### config.mk
export PLATFORM = sky130hd
export DESIGN_NAME = io_port_bank
export DESIGN_NICKNAME = d
export VERILOG_FILES = /design/src/rtl/io_port_bank.sv
export SDC_FILE = /design/constraint.sdc
export NUM_CORES = 1
export LEC_CHECK = 0
export ABC_AREA = 1
export CORE_MARGIN = 5
export CORE_UTILIZATION = 55
export DETAILED_ROUTE_END_ITERATION = 6
export HOLD_SLACK_MARGIN = 0.02
export PLACE_DENSITY = 0.93
export SLEW_MARGIN = 20
export SYNTH_ARGS = -nofsm -noshare
export SYNTH_HDL_FRONTEND = slang
export SYNTH_SLANG_ARGS = --single-unit
### constraint.sdc
create_clock -name clk -period 2.2 [get_ports clk]
set_input_delay 0.66 -clock clk [delete_from_list [all_inputs] [get_ports clk]]
set_output_delay 0.66 -clock clk [all_outputs]
set_load 0.05 [all_outputs]
### src/rtl/io_port_bank.sv
// Memory-mapped GPIO bank: per-port data latch, direction register, input synchroniser,
// and change-detect interrupt with enable and write-1-to-clear status.
module io_port_bank #(
   parameter int unsigned WIDTH  = 8,
   parameter int unsigned NPORTS = 8,
   parameter int unsigned AW     = 8,
   parameter int unsigned ABASE  = 0
) (
   input  logic                      clk,
   input  logic                      rst_n,
   input  logic [AW-1:0]             addr,
   input  logic                      RE,
   input  logic                      WE,
   input  logic [WIDTH-1:0]          Din,
   output logic [WIDTH-1:0]          Dout,
   output logic                      io_read,
   output logic                      io_write,
   input  logic [NPORTS*WIDTH-1:0]   pin_in,
   output logic [NPORTS*WIDTH-1:0]   pin_out,
   output logic [NPORTS*WIDTH-1:0]   pin_oe,
   output logic                      irq
);

   localparam int unsigned PW   = NPORTS * WIDTH;
   localparam int unsigned NREG = 2 * NPORTS + 2;
   localparam logic [AW-1:0] ISR_OFF = AW'(2 * NPORTS);
   localparam logic [AW-1:0] IER_OFF = AW'(2 * NPORTS + 1);

   logic [PW-1:0]     latch_q, dir_q, s1_q, s2_q, s3_q;
   logic [NPORTS-1:0] isr_q, ier_q;
   logic [1:0]        arm_cnt_q;

   logic [AW:0]       diff_c;
   logic [AW-1:0]     off_c;
   logic              in_win_c;
   logic              armed_c;
   logic [WIDTH-1:0]  rd_c;
   logic [PW-1:0]     latch_d, dir_d;
   logic [NPORTS-1:0] isr_d, ier_d, w1c_c, chg_c;

   // Window decode; the extra bit catches addresses below ABASE without a constant compare.
   always_comb begin
      diff_c   = {1'b0, addr} - {1'b0, AW'(ABASE)};
      off_c    = diff_c[AW-1:0];
      in_win_c = !diff_c[AW] && (off_c < AW'(NREG));
   end

   assign io_read  = RE && in_win_c;
   assign io_write = WE && in_win_c;
   assign armed_c  = (arm_cnt_q == 2'd3);

   // Read mux, register updates and change detection.
   always_comb begin
      rd_c    = '0;
      latch_d = latch_q;
      dir_d   = dir_q;
      ier_d   = ier_q;
      w1c_c   = '0;
      chg_c   = '0;
      for (int unsigned k = 0; k < NPORTS; k++) begin
         if (off_c == AW'(k))
            rd_c = (latch_q[k*WIDTH +: WIDTH] & dir_q[k*WIDTH +: WIDTH]) |
                   (s2_q[k*WIDTH +: WIDTH] & ~dir_q[k*WIDTH +: WIDTH]);
         if (off_c == AW'(NPORTS + k))
            rd_c = dir_q[k*WIDTH +: WIDTH];
         if (io_write && (off_c == AW'(k)))
            latch_d[k*WIDTH +: WIDTH] = Din;
         if (io_write && (off_c == AW'(NPORTS + k)))
            dir_d[k*WIDTH +: WIDTH] = Din;
         // Output-configured bits never flag a change.
         chg_c[k] = |((s2_q[k*WIDTH +: WIDTH] ^ s3_q[k*WIDTH +: WIDTH]) &
                      ~dir_q[k*WIDTH +: WIDTH]);
      end
      if (off_c == ISR_OFF) rd_c = WIDTH'(isr_q);
      if (off_c == IER_OFF) rd_c = WIDTH'(ier_q);
      if (io_write && (off_c == ISR_OFF)) w1c_c = Din[NPORTS-1:0];
      if (io_write && (off_c == IER_OFF)) ier_d = Din[NPORTS-1:0];
      // Set wins over a same-cycle clear.
      isr_d = (isr_q & ~w1c_c) | (armed_c ? chg_c : '0);
   end

   always_ff @(posedge clk or negedge rst_n) begin
      if (!rst_n) begin
         latch_q   <= '0;
         dir_q     <= '0;
         s1_q      <= '0;
         s2_q      <= '0;
         s3_q      <= '0;
         isr_q     <= '0;
         ier_q     <= '0;
         arm_cnt_q <= '0;
         Dout      <= '0;
      end else begin
         latch_q <= latch_d;
         dir_q   <= dir_d;
         isr_q   <= isr_d;
         ier_q   <= ier_d;
         s1_q    <= pin_in;
         s2_q    <= s1_q;
         s3_q    <= s2_q;
         // Hold off change detection until s3 holds real pad data.
         if (!armed_c) arm_cnt_q <= arm_cnt_q + 2'd1;
         if (RE) Dout <= io_read ? rd_c : '0;
      end
   end

   assign pin_out = latch_q;
   assign pin_oe  = dir_q;
   assign irq     = |(isr_q & ier_q);

endmodule

## After elaboration in Yosys (flattened, before gate mapping)

Index checks and enable logic that the tools add are counted.

- Latch bits: 0
- Memory bits (writable): 0
- Output and inout port bits: 139
- Flip-flop bits (word level): 346
- Memories: 0
- Input port bits: 84
- ROM bits: 0
- Word-level logic and storage cells: 146

- Magnitude comparators: 1
- $mul: 0
- Shift operators: 0
- Add/subtract/negate cells: 1
- Bitwise gates (word level): 52
- Muxes and demuxes: 21
- Equality and inequality tests: 18
- Divide/modulo/power cells: 0
- Reduce and logical (&&, ||, !) cells: 30

Operators by type and width:

| kind | number |
|---|---|
| AND 8 bit | 26 |
| two-way mux 8 bit | 21 |
| NOT 8 bit | 9 |
| OR 8 bit | 9 |
| OR reduction 8 bit | 9 |
| equality test 8 x 4 -> 1 bit (second input constant) | 8 |
| XOR 8 bit | 8 |
| equality test 8 x 3 -> 1 bit (second input constant) | 4 |
| logical AND 1 bit | 20 |
| equality test 8 x 2 -> 1 bit (second input constant) | 2 |
| equality test 8 x 5 -> 1 bit (second input constant) | 2 |
| equality test 8 x 1 -> 1 bit (second input constant) | 1 |
| logical NOT 8 bit | 1 |
| less-than comparator 8 x 5 -> 1 bit (second input constant) | 1 |
| adder 2 x 1 -> 2 bit (second input constant) | 1 |
| equality test 2 bit (second input constant) | 1 |

## Depth between registers and ports, before layout

- Word-level depth: 22
- Gate-level depth with buffers: 20
- Depth with buffers taken out: 20

## Least setup slack after synthesis

OpenSTA, ideal clock, no wires.

- Kind: input-to-reg
- From: input port addr[5]
- To: register dir_q[54] (netlist: pin_oe[54])
- Setup time: 0.131 ns
- Path slack: -0.023 ns
- Buffers on the path: 1
- Data arrival time: 2.092 ns
- Stages: 9
- Data required time: 2.069 ns
- Cells stage by stage: nor3_1 -> inv_1 -> nor2_1 -> nand2_1 -> inv_1 -> nand2_1 -> clkbuf_1 -> nand2_1 -> o21ai_0

- Word-level cells in the longest chain between the ends: 3
- Elaborated cells on any way between the ends: 4
- Classes of those cells: order compare: 1; eq/ne: 1; reduce/logical: 2

Ends and longest elaborated chain:

| item | line | source |
|---|---|---|
| start: declaration | 11 | `input logic [AW-1:0] addr,` |
| less-than comparator 8 x 5 -> 1 bit | 45 | `in_win_c = !diff_c[AW] && (off_c < AW'(NREG));` |
| logical AND 1 bit | 49 | `assign io_write = WE && in_win_c;` |
| named net io_write | 17 | `output logic io_write,` |
| logical AND 1 bit | 68 | `if (io_write && (off_c == AW'(NPORTS + k)))` |
| end signal: assignment | 95 | `dir_q <= dir_d;` |
| end: declaration | 29 | `logic [PW-1:0] latch_q, dir_q, s1_q, s2_q, s3_q;` |

The timed path passes the listed nets, and every way through them passes these cells.
A chain may end at the register's enable or synchronous reset.

## Final worst setup path

- From: register isr_q[0]
- To: output port irq

- Word-level cells in the longest chain between the ends: 2

Ends and longest elaborated chain:

| item | line | source |
|---|---|---|
| start: declaration | 30 | `logic [NPORTS-1:0] isr_q, ier_q;` |
| start signal: assignment | 96 | `isr_q <= isr_d;` |
| AND 8 bit | 109 | `assign irq = \|(isr_q & ier_q);` |
| OR reduction 8 bit | 109 |  |
| end: declaration | 21 | `output logic irq` |

Every way passes these cells.

==> results.py <==
metrics = {
    "run_status": {
        "status": "finished, violations left",
        "failed_checks": "setup timing",
    },
    "clock_tree": {
        "cts_root_buf": "clkbuf_16",
        "clkTransAtPathRegs_ps": 60,
        "cts_sinks": 346,
        "cts_inserted_buffers": 36,
        "clockBufferDepth": 3,
        "clk_latency_ps": 510,
        "cts_tree": "built",
        "h-tree-depth": 2,
    },
    "worst_setup_path": {
        "r2r_start": "pin_oe[0]",
        "cp-start-kind": "register",
        "slowest_stage": "dfrtp_2",
        "max_stage_delay_ps": 440,
        "required_ps": 1540,
        "endpoint_kind": "primary output",
        "path_class": "reg -> out",
        "cp_cell_sequence": "a22o_1 > a221oi_2 > nand3_1 > buf_6",
        "cp_max_fo": 2,
        "arrival_ps": 1690,
        "startpoint": "isr_q[0]",
    },
    "route": {
        "topRoutingLayerUsed": "met4",
        "viasPerCell": 5.68,
        "wl_met1_um": 18200,
        "wl_um": 46600,
        "dr_wl_met3_um": 4440,
        "wl_per_cell_um": 22.4,
        "vias": 11851,
        "ant_nets": 0,
        "dr.pass1.iters": 6,
        "drc": 0,
        "first_iter_violations": 1288,
        "wl_met2_um": 22000,
    },
    "pwr": {
        "p_per_area_nw_per_um2": 768,
        "vdd_drop_max_uv": 785,
        "power_leakage_nw": 8.54,
        "finalPower_w": 0.0139,
    },
    "sta": {
        "layout_setup_ws_ps": -152,
        "rsz0062_at_grt": "yes",
        "drv_slew": 0,
        "tightest_slew_ps": 600,
        "tns_ps": -182,
        "max_slew_margin_pct": 60.0,
        "period_needed_ps": 2350,
        "setup_viol": 2,
        "finalHoldViolCount": 0,
        "timing.fmax_mhz": 425,
        "clock_skew_ps": 6.63,
        "fin_crit_sh_pct": 107,
    },
    "grt": {
        "grt_pass1_vias": 12128,
        "grt_usage_pct": 33.4,
        "grt_pass1_wl_um": 71800,
        "grt_max_degree": 88,
        "gr-total-overflow": 0,
        "antenna_found_initial": 0,
    },
    "layout": {
        "final_cells": 2087,
        "seq_area_sq_um": 8660,
        "multi_input_area_sq_um": 4300,
        "antennaDiodeCount": 0,
        "utilization_pct": 74.8,
        "drive_above_1_share_pct": 21.8,
        "num-nets-final": 1820,
        "syn2layout_area_growth_pct": 34.5,
        "nFillCells": 1660,
    },
    "min_path": {
        "hp-class": "reg -> reg",
        "min-delay-start": "s1_q[54]",
    },
    "floorplan": {
        "dieArea_sq_um": 27700,
        "num_io_pins": 223,
        "initial_utilization_pct": 55.6,
        "die_x_um": 166,
        "die_y_um": 166,
        "coreArea_sq_um": 24200,
        "rows": 57,
    },
    "logic_synthesis": {
        "synthTopCellsByArea": "dfrtp_1 64%, nand2_1 10%, o21ai_0 7.4%",
        "syn-cell-area_sq_um": 13400,
        "yosysMostFrequentCell": "nand2_1",
        "syn_nets": 1472,
        "ys_seq_area_share_pct": 64.4,
        "synth_commonest_cells": "366 x nand2_1, 346 x dfrtp_1, 200 x o21ai_0",
        "yosys.area.top_type_share_pct": 64.4,
        "syn_avg_cell_area_sq_um": 9.69,
        "ys_warn_count": 0,
        "synth_largest_area_cell": "dfrtp_1",
        "ys_types": 32,
        "synth_ff_type": "dfrtp_1",
        "ys_seq_elements": 346,
        "ys_async_sr_fraction_pct": 100,
        "syn_inst": 1387,
        "synth_edf_count": 0,
    },
    "placement": {
        "io_buffers": 222,
        "gp_congestion": 1.00,
        "pre_cts_slack_ps": -1100,
        "placedCellCount": 2009,
        "post-dp-hpwl_um": 33800,
    },
    "run": {
        "maxCapViolations": 0,
    },
}
==> stage by stage <==
| step | hold WS [ps] | area, sq um |
|---|---|---|
| finish | 348 | 18100 |
| global placement | 331 | 16600 |
| detailed placement | 335 | 16600 |
| floorplan | 331 | 13400 |
| global route | 354 | 18100 |
| CTS | 348 | 18000 |
==> logic make-up (layout without fill, tap and decap cells) <==
logic type,count (synthesis),after routing,share of synthesized area [%]
AO/OA/AOI/OAI,366,366,14.9
flip-flops,346,346,64.4
adder cells (fa/ha/maj),1,1,0.0931
multiplexers,2,2,0.158
buffers and inverters,165,541,4.70
AND/OR/NAND/NOR,494,494,14.9
XOR/XNOR,13,13,0.847
==> worst paths after layout <==
| path | endpoint | depth (start not counted) | slack, ps |
|---|---|---|---|
| worst max-delay path | irq | 4 | -150 |
| worst min-delay path | s2_q[54] | 0 | 350 |
| worst max register to register | Dout[0] | 16 | 110 |
| worst min register to register | s2_q[54] | 0 | 350 |
| max in group asynchronous | s2_q[40] | 3 | 870 |
| min in group asynchronous | s1_q[0] | 2 | 590 |
==> sequential cells by signal (all words and copies together) (netlist names) <==
register   count
isr_q          8
Dout           8
pin_oe        64
ier_q          8
s2_q          64
s3_q          64
pin_out       64
s1_q          64
arm_cnt_q      2
==> per-layer routing <==
layer,GRT usage (%),vias up
li1,-,5263
met1,45.1,5795
met2,54.1,663
met3,7.40,130
met4,12.1,0
met5,0,-
==> critical path: cells and delay by family (launching register included) <==
family	cells	cell delay, ps
and+or+nand+nor	1	140
buffers and inverters	1	180
AOI/OAI and AO/OA	2	420
DFF	1	440
==> final cells by class <==
class                      instances  area share, %
sequential                       346           47.9
multi-input combinational        876           23.8
timing repair buffer             339           16.3
clock buffer                      51           5.86
inverter                         136           2.87
tap                              324           2.24
clock inverter                    15           1.07
==> layout by cell type, fill, tap and decap left out, types with 3 or more instances in the layout <==
master | synthesis | final
nand2_1 | 366 | 354
dfrtp_1 | 346 | 344
buf_4 | 1 | 239
o21ai_0 | 200 | 200
inv_1 | 131 | 124
a21oi_1 | 100 | 99
clkdlybuf4s50_1 | 0 | 73
nor2_1 | 66 | 60
clkbuf_16 | 0 | 37
o211ai_1 | 27 | 27
nand4_1 | 21 | 21
a21o_1 | 14 | 14
buf_12 | 0 | 14
xnor2_1 | 13 | 13
o2111ai_1 | 12 | 12
nand3_1 | 11 | 11
nor2_2 | 10 | 10
nand2_2 | 1 | 9
inv_2 | 2 | 8
clkbuf_8 | 0 | 8
nor2_4 | 0 | 6
clkbuf_1 | 21 | 6
clkinv_2 | 0 | 6
buf_6 | 0 | 6
or2_2 | 5 | 5
nor3_2 | 4 | 5
nand2_4 | 0 | 4
o21ai_2 | 0 | 4
nor3_1 | 6 | 4
nand3b_1 | 4 | 4
inv_6 | 0 | 4
bufinv_16 | 0 | 4
clkinvlp_4 | 0 | 3
==> timing repair <==
action	CTS	global route
pin swaps	17	14
endpoints found under the hold margin	20	0
gates resized for setup	72	22
setup buffers	4	8
endpoints found under the setup margin	152	11
hold buffers	1	0
==> power by group <==
group / switching (W) / internal [W]
clock network: 0.00254 / 0.00385
registers: 0.000147 / 0.00656
logic: 0.000486 / 0.000300
(Power assumes the default switching activity.)
